$ cat src/rtl/word_sequencer.sv
// Word-level sequencer for a bank of letter readers: restarts the readers,
// matches their letter-hit pulses against a latched target word.
module word_sequencer #(
    parameter int unsigned NUM_LETTERS = 4,
    parameter int unsigned IDX_W       = 2,
    parameter int unsigned MAX_LEN     = 4,
    parameter int unsigned LEN_W       = 3,
    parameter int unsigned GAP_LIMIT   = 8,
    parameter int unsigned GAP_W       = 4
) (
    input  logic                       clk,
    input  logic                       reset_n,
    input  logic                       enable,
    input  logic [NUM_LETTERS-1:0]     letter_hit,
    input  logic [MAX_LEN*IDX_W-1:0]   word_cfg,
    input  logic [LEN_W-1:0]           word_len,
    output logic                       reader_restart,
    output logic                       word_found,
    output logic                       word_error,
    output logic [LEN_W-1:0]           progress,
    output logic                       busy
);

    localparam logic [2:0] ST_IDLE = 3'd0;
    localparam logic [2:0] ST_ARM  = 3'd1;
    localparam logic [2:0] ST_RUN  = 3'd2;
    localparam logic [2:0] ST_DONE = 3'd3;
    localparam logic [2:0] ST_FAIL = 3'd4;

    logic [2:0]                 state_q, state_d;
    logic [MAX_LEN*IDX_W-1:0]   cfg_q, cfg_d;
    logic [LEN_W-1:0]           len_q, len_d;
    logic [GAP_W-1:0]           gap_q, gap_d, gap_inc;
    logic [LEN_W-1:0]           prog_d, prog_inc;
    logic [IDX_W-1:0]           cur_idx;
    logic [NUM_LETTERS-1:0]     want_hit;
    logic                       len_ok, hit_match;
    logic                       restart_d, found_d, error_d, busy_d;

    // Expected one-hot hit for the next letter; out-of-range indices give no bit.
    always_comb begin
        cur_idx  = '0;
        want_hit = '0;
        for (int k = 0; k < int'(MAX_LEN); k++) begin
            if (progress == LEN_W'(k)) begin
                cur_idx = cfg_q[k*IDX_W +: IDX_W];
            end
        end
        for (int i = 0; i < int'(NUM_LETTERS); i++) begin
            if (cur_idx == IDX_W'(i)) begin
                want_hit[i] = 1'b1;
            end
        end
    end

    assign hit_match = (want_hit != '0) && (letter_hit == want_hit);
    assign len_ok    = (word_len != '0) && (word_len <= LEN_W'(MAX_LEN));
    assign gap_inc   = gap_q + GAP_W'(1);
    assign prog_inc  = progress + LEN_W'(1);

    // Next state and next registered outputs.
    always_comb begin
        state_d = state_q;
        cfg_d   = cfg_q;
        len_d   = len_q;
        gap_d   = gap_q;
        prog_d  = progress;

        case (state_q)
            ST_IDLE: begin
                prog_d = '0;
                gap_d  = '0;
                if (enable && len_ok) begin
                    state_d = ST_ARM;
                    cfg_d   = word_cfg;
                    len_d   = word_len;
                end
            end
            ST_ARM: begin
                prog_d  = '0;
                gap_d   = '0;
                state_d = ST_RUN;
            end
            ST_RUN: begin
                if (letter_hit == '0) begin
                    if (progress != '0) begin
                        gap_d = gap_inc;
                        if (gap_inc == GAP_W'(GAP_LIMIT)) begin
                            state_d = ST_FAIL;
                            prog_d  = '0;
                            gap_d   = '0;
                        end
                    end
                end else if (hit_match) begin
                    prog_d = prog_inc;
                    gap_d  = '0;
                    if (prog_inc == len_q) begin
                        state_d = ST_DONE;
                    end
                end else begin
                    state_d = ST_FAIL;
                    prog_d  = '0;
                    gap_d   = '0;
                end
            end
            ST_DONE, ST_FAIL: begin
                prog_d  = '0;
                gap_d   = '0;
                state_d = ST_ARM;
            end
            default: begin
                prog_d  = '0;
                gap_d   = '0;
                state_d = ST_IDLE;
            end
        endcase

        // Disable wins over everything, including a completing word.
        if (!enable) begin
            state_d = ST_IDLE;
            prog_d  = '0;
            gap_d   = '0;
        end

        restart_d = (state_d != ST_RUN);
        found_d   = (state_d == ST_DONE);
        error_d   = (state_d == ST_FAIL);
        busy_d    = (state_d == ST_RUN) && (prog_d != '0);
    end

    always_ff @(posedge clk or negedge reset_n) begin
        if (!reset_n) begin
            state_q        <= ST_IDLE;
            cfg_q          <= '0;
            len_q          <= '0;
            gap_q          <= '0;
            progress       <= '0;
            reader_restart <= 1'b1;
            word_found     <= 1'b0;
            word_error     <= 1'b0;
            busy           <= 1'b0;
        end else begin
            state_q        <= state_d;
            cfg_q          <= cfg_d;
            len_q          <= len_d;
            gap_q          <= gap_d;
            progress       <= prog_d;
            reader_restart <= restart_d;
            word_found     <= found_d;
            word_error     <= error_d;
            busy           <= busy_d;
        end
    end

endmodule
$ cat config.mk
export PLATFORM = sky130hd
export DESIGN_NAME = word_sequencer
export DESIGN_NICKNAME = d
export VERILOG_FILES = /design/src/rtl/word_sequencer.sv
export SDC_FILE = /design/constraint.sdc
export NUM_CORES = 1
export LEC_CHECK = 0
export BUFFER_PORTS_ARGS = -buffer_cell sky130_fd_sc_hd__buf_2
export CAP_MARGIN = 30
export CORE_UTILIZATION = 59
export CTS_CLUSTER_SIZE = 24
export DETAILED_ROUTE_END_ITERATION = 8
export GPL_TIMING_DRIVEN = 0
export PLACE_DENSITY = 0.84
export SETUP_SLACK_MARGIN = 0.02
export SLEW_MARGIN = 15
export SYNTH_ARGS = -nofsm -noshare
export SYNTH_HDL_FRONTEND = slang
export SYNTH_SLANG_ARGS = --single-unit
$ cat constraint.sdc
create_clock -name clk -period 4.2 [get_ports clk]
set_input_delay 0.21 -clock clk [delete_from_list [all_inputs] [get_ports clk]]
set_output_delay 0.21 -clock clk [all_outputs]
set_load 0.02 [all_outputs]
# After elaboration in Yosys (flattened, before gate mapping)
# Index checks and enable logic that the tools add are counted.
[totals]
ff_bits = 25
latchBits = 0
ram_bits = 0
mem_bits_ro = 0
in_bits = 18
out_inout_bits = 7
word_cells = 71
memories = 0
[op_classes]
addsub = 2
multipliers = 0
div_mod_pow = 0
n_lt_le_gt_ge = 1
eq_ne = 18
shift = 0
mux = 27
n_bitwise = 0
n_reduce_logical = 14
[ops]
columns = ["operator", "count"]
rows = [
  ["two-way mux 3 bit", 13],
  ["two-way mux 4 bit", 5],
  ["equality test 3 x 2 -> 1 bit, second input constant", 6],
  ["one-hot mux 3 bit (4 select lines)", 1],
  ["nonzero test 3 bit", 3],
  ["two-way mux 2 bit", 4],
  ["equality test 3 x 1 -> 1 bit, second input constant", 2],
  ["equality test 3 bit, second input constant", 2],
  ["logical NOT 3 bit", 2],
  ["adder 4 x 1 -> 4 bit, second input constant", 1],
  ["equality test 2 bit, second input constant", 2],
  ["equality test 4 bit", 1],
  ["equality test 4 bit, second input constant", 1],
  ["logical AND 1 bit", 4],
  ["logical NOT 4 bit", 1],
  ["two-way mux 1 bit", 4],
  ["!= test 4 bit, second input constant", 1],
  ["nonzero test 4 bit", 1],
  ["adder 3 x 1 -> 3 bit, second input constant", 1],
  ["equality test 3 bit", 1],
  ["less-or-equal comparator 3 bit, second input constant", 1],
  ["!= test 3 x 2 -> 1 bit, second input constant", 1],
  ["equality test 2 x 1 -> 1 bit, second input constant", 1],
  ["logical NOT 2 bit", 1],
  ["other kinds (2)", 2],
]

# Logic depth before layout (Yosys ltp)
[logic_depth]
depth_word = 15
depth_mapped = 9
depth_no_buf = 9

# Worst setup path before layout
# Ideal clock, no wire load.
[synth_path]
kind = "register to register"
start = "register progress[0]"
end = "register busy"
setup_ps = 136
t_arrival_ps = 2176
required_ps = 4064
path_slack_ps = 1888
path_stages_with_launch = 10
n_path_buf = 0
period_less_slack_ps = 2312
cell_sequence = "dfrtp_1 > ha_1 > ha_1 > or2_4 > a211o_1 > a21oi_2 > o211ai_2 > a211o_2 > o211ai_2 > a31oi_2"
[synth_via]
elab_chain_len = 15
word_cells_on_any_way = 37
classes_between = "add/sub: 1; eq/ne: 9; mux: 20; reduce/logical: 7"
[synth_rtl]
columns = ["element", "line_no", "text"]
rows = [
  ["start: declaration", "20", "output logic [LEN_W-1:0] progress,"],
  ["start signal: assignment", "147", "progress <= prog_d;"],
  ["logical NOT 3 bit", "45", "if (progress == LEN_W'(k)) begin"],
  ["two-way mux 2 bit (4 in series)", "45", ""],
  ["equality test 2 x 1 -> 1 bit, or another cell as far along", "50", "if (cur_idx == IDX_W'(i)) begin"],
  ["two-way mux 1 bit", "50", ""],
  ["equality test 4 bit or nonzero test 4 bit (tied branches)", "56", "assign hit_match = (want_hit != '0) && (letter_hit == want_hit);"],
  ["logical AND 1 bit", "56", ""],
  ["two-way mux 3 bit", "94", "end else if (hit_match) begin"],
  ["two-way mux 3 bit", "85", "if (letter_hit == '0) begin"],
  ["one-hot mux 3 bit (4 select lines) or two-way mux 3 bit (tied branches)", "69", "case (state_q)"],
  ["two-way mux 3 bit", "119", "if (!enable) begin"],
  ["equality test 3 x 2 -> 1 bit or nonzero test 3 bit (tied branches)", "128", "busy_d = (state_d == ST_RUN) && (prog_d != '0);"],
  ["logical AND 1 bit (*)", "128", ""],
  ["via busy_d", "38", "logic restart_d, found_d, error_d, busy_d;"],
  ["end signal: assignment", "151", "busy <= busy_d;"],
  ["end: declaration", "21", "output logic busy"],
]
# The timed path passes the listed nets; every way through them passes the cells marked *.
# A chain may end at the register's enable or synchronous reset.

# Final worst setup path
# Ends and elaborated chain as after synthesis.

==> flow_summary.ini <==
[grt]
grt_pass1_vias = 1021
grt_pass1_wl_um = 4530
antenna_found_initial = 0
grt_start_max_net_pins = 26
overflow = 0
groute.usage.overall_pct = 24.6

[synthesis]
yosysSeqAreaShare_pct = 44.7
synth_warnings = 0
synth-seq-cells = 25
synthFlopType = dfrtp_1
synth_edf_count = 0
yosys.cell_types.count = 42
avgSynthCellArea_um2 = 10.7
syn-cell-area_mm2 = 0.00140
synthesis.nets = 155
synthCells = 131
synthArstFlopShare_pct = 100

[drt]
dr.pass1.iters = 4
drc = 0
viasPerCell = 5.89
drtIter0Drc = 26
wirelength_um = 2780
vias = 1108
met3WireLength_um = 100
wl_met1_um = 1220
wl_per_cell_um = 14.8
highest_layer = met4
dr_wl_met2_um = 1410
antenna_left = 0

[power]
switching_share_pct = 27.7
p_comb_share_pct = 19.1
p_seq_share_pct = 58.9
leakage_nw = 0.768
power.switching_uw = 137
p_total_uw = 496
ir_drop_mv = 0.235
p_int_uw = 358
powerDensity_mw_per_mm2 = 311
clockPowerShare_pct = 22.0

[place]
routabilityCongestion = 0.786
place_area_mm2 = 0.00156
pre_cts_ws_ps = 1680
io_buffer_count = 24
dpl.hpwl_um = 2140

[sta]
grt_setup_unrepaired = false
period_minus_slack_ps = 2580
setup_violations = 0
fin_crit_sh_pct = 61.4
tns_ps = 0
hold_viol = 0
skew_ps = 1.74
slew_violations = 0
fmax_mhz = 388
tightest_slew_ps = 704
setup_ws_ps = 1620
hold_ws_ps = 100
slew_headroom_pct = 52.7

[floorplan]
coreArea_mm2 = 0.00223
io_pins = 25
die_w_um = 50.7
start_util_pct = 62.7
rows = 17
die_area_mm2 = 0.00257
die_h_um = 50.7

[run_status]
status = finished, final reports clean

[setup_path]
required_ps = 4410
worstSetupPathType = reg2reg
r2r_slack_ps = 1620
reg2reg_to = busy$_DFF_PN0_
arrival_ps = 2790
worstSetupEndpointType = flop
crit_fanout = 7
cp-start-kind = flop
ff2ff_path_depth = 9
r2r-start = progress[0]$_DFF_PN0_

[finish]
fin_nets = 185
num_antenna_cells = 0
fin_area_mm2 = 0.00159
area_growth_pct = 13.8
layout-drive-gt1-share_pct = 34.4

[clock_tree]
ctsRootBufferMaster = clkbuf_4
hold_buffers = 1
ctsHtreeMaxLevel = 1
postCtsSetupRepairBufs = 0
cts_sinks = 25
clk_pin_slew_ps = 130
clockBufferDepth = 2
clock_latency_ps = 330
tritoncts = done
cts_made_buffers = 3
cts-resized-gates = 0

[flow_run]
drv_cap = 0

[min_path]
whs_path_depth = 2
hold_path.class = in2reg
hold_path.startpoint = word_cfg[5]
hold_end = cfg_q[5]$_DFFE_PN0P_
[layer usage]
layer | vias to the layer above | GRT usage [%]
met2 | 28 | 43.1
met3 | 5 | 3.64
met5 | - | 0
met4 | 0 | 11.6
met1 | 544 | 29.3
li1 | 531 | -
[synthesized netlist by cell type (2+ instances only)]
| cell | count | share of area [%] |
|---|---|---|
| a211o_1 | 2 | 1.3 |
| a211oi_2 | 2 | 1.8 |
| a21oi_1 | 4 | 1.4 |
| a21oi_2 | 2 | 1.3 |
| a221oi_1 | 2 | 1.3 |
| a31oi_1 | 3 | 1.3 |
| a31oi_2 | 2 | 1.8 |
| dfrtp_1 | 24 | 43 |
| ha_1 | 6 | 5.4 |
| inv_1 | 9 | 2.4 |
| mux2_2 | 11 | 8.8 |
| mux2i_1 | 2 | 1.4 |
| nand2_1 | 9 | 2.4 |
| nand2b_1 | 4 | 1.8 |
| nand3_1 | 3 | 1.1 |
| nor2_1 | 10 | 2.7 |
| nor3_1 | 2 | 0.71 |
| nor3b_1 | 2 | 1.1 |
| nor4_1 | 2 | 0.89 |
| nor4b_1 | 2 | 1.3 |
| o211ai_2 | 2 | 1.8 |
| o21ai_0 | 2 | 0.71 |
| o21ai_1 | 2 | 0.71 |
| xor2_1 | 4 | 2.5 |
[state kept, by name (all words and copies together), names as in the netlist]
name and flops:
busy 1, cfg_q 8, gap_q 4, len_q 3, progress 3, reader_restart 1, state_q 3, word_error 1
word_found 1
[metrics by stage]
| stage | std cells | utilization [%] |
|---|---|---|
| 2_1_floorplan | 131 | - |
| 3_3_place_gp | 183 | 69.7 |
| 3_5_place_dp | 183 | 69.7 |
| 4_1_cts | 188 | 71.4 |
| 5_1_grt | 188 | 71.4 |
| 6_report | 188 | 71.4 |
[cell usage in the layout (no fill, tap or decap), types with 2 or more instances in the layout]
master	count
a211o_1	2
a211oi_2	2
a21oi_1	4
a21oi_2	2
a221oi_1	2
a31oi_1	3
a31oi_2	2
buf_2	25
clkbuf_4	3
dfrtp_1	24
ha_1	6
inv_1	9
mux2_2	11
mux2i_1	2
nand2_1	9
nand2b_1	4
nand3_1	3
nor2_1	10
nor3_1	2
nor3b_1	2
nor4_1	2
nor4b_1	2
o211ai_2	2
o21ai_0	2
o21ai_1	2
xor2_1	4
[critical path, cell delays in order (launching register included)]
cell	delay [ps]
dfrtp_1	490
ha_1	240
ha_1	230
or2_4	260
a211oi_2	250
nor4b_1	100
o211ai_2	280
nand2_1	160
a31oi_1	310
a31oi_2	130
[cell families after synthesis]
logic type,count (synthesis),synth area share (%)
AO/OA/AOI/OAI,28,16.3
XOR/XNOR,5,3.12
adder cells (fa/ha/maj),6,5.36
buffers and inverters,10,2.77
flip-flops,25,44.7
multiplexers,13,10.3
AND/OR/NAND/NOR,44,17.4
[how the worst max path moves through the flow]
stage	start	endpoint	slack, ps	depth (start not counted)
after floorplan	progress[0]$_DFF_PN0_	busy$_DFF_PN0_	1890	9
after global placement	progress[0]$_DFF_PN0_	busy$_DFF_PN0_	1770	9
after detailed placement	progress[0]$_DFF_PN0_	busy$_DFF_PN0_	1680	9
after CTS	progress[0]$_DFF_PN0_	busy$_DFF_PN0_	1660	9
after global routing	progress[0]$_DFF_PN0_	busy$_DFF_PN0_	1520	9
final	progress[0]$_DFF_PN0_	busy$_DFF_PN0_	1620	9
[power by group through the flow]
stage                     clock network [mW]  logic (mW)  registers, mW
after floorplan                            0      0.0677          0.290
after global placement                     0      0.0898          0.294
after detailed placement                   0      0.0941          0.296
after CTS                              0.111      0.0950          0.292
after global routing                   0.120       0.104          0.296
final                                  0.109      0.0947          0.292
[area by class of cell]
class,count,area (um2)
Sequential cell,25,627
Inverter,9,33.8
Clock inverter,1,5.00
Multi-Input combinational cell,96,736
Clock buffer,3,22.5
Buffer,1,5.00
Fill cell,170,639
Timing Repair Buffer,25,130
Tap cell,28,35.0
Note: power is estimated with default switching activity, not from simulation.
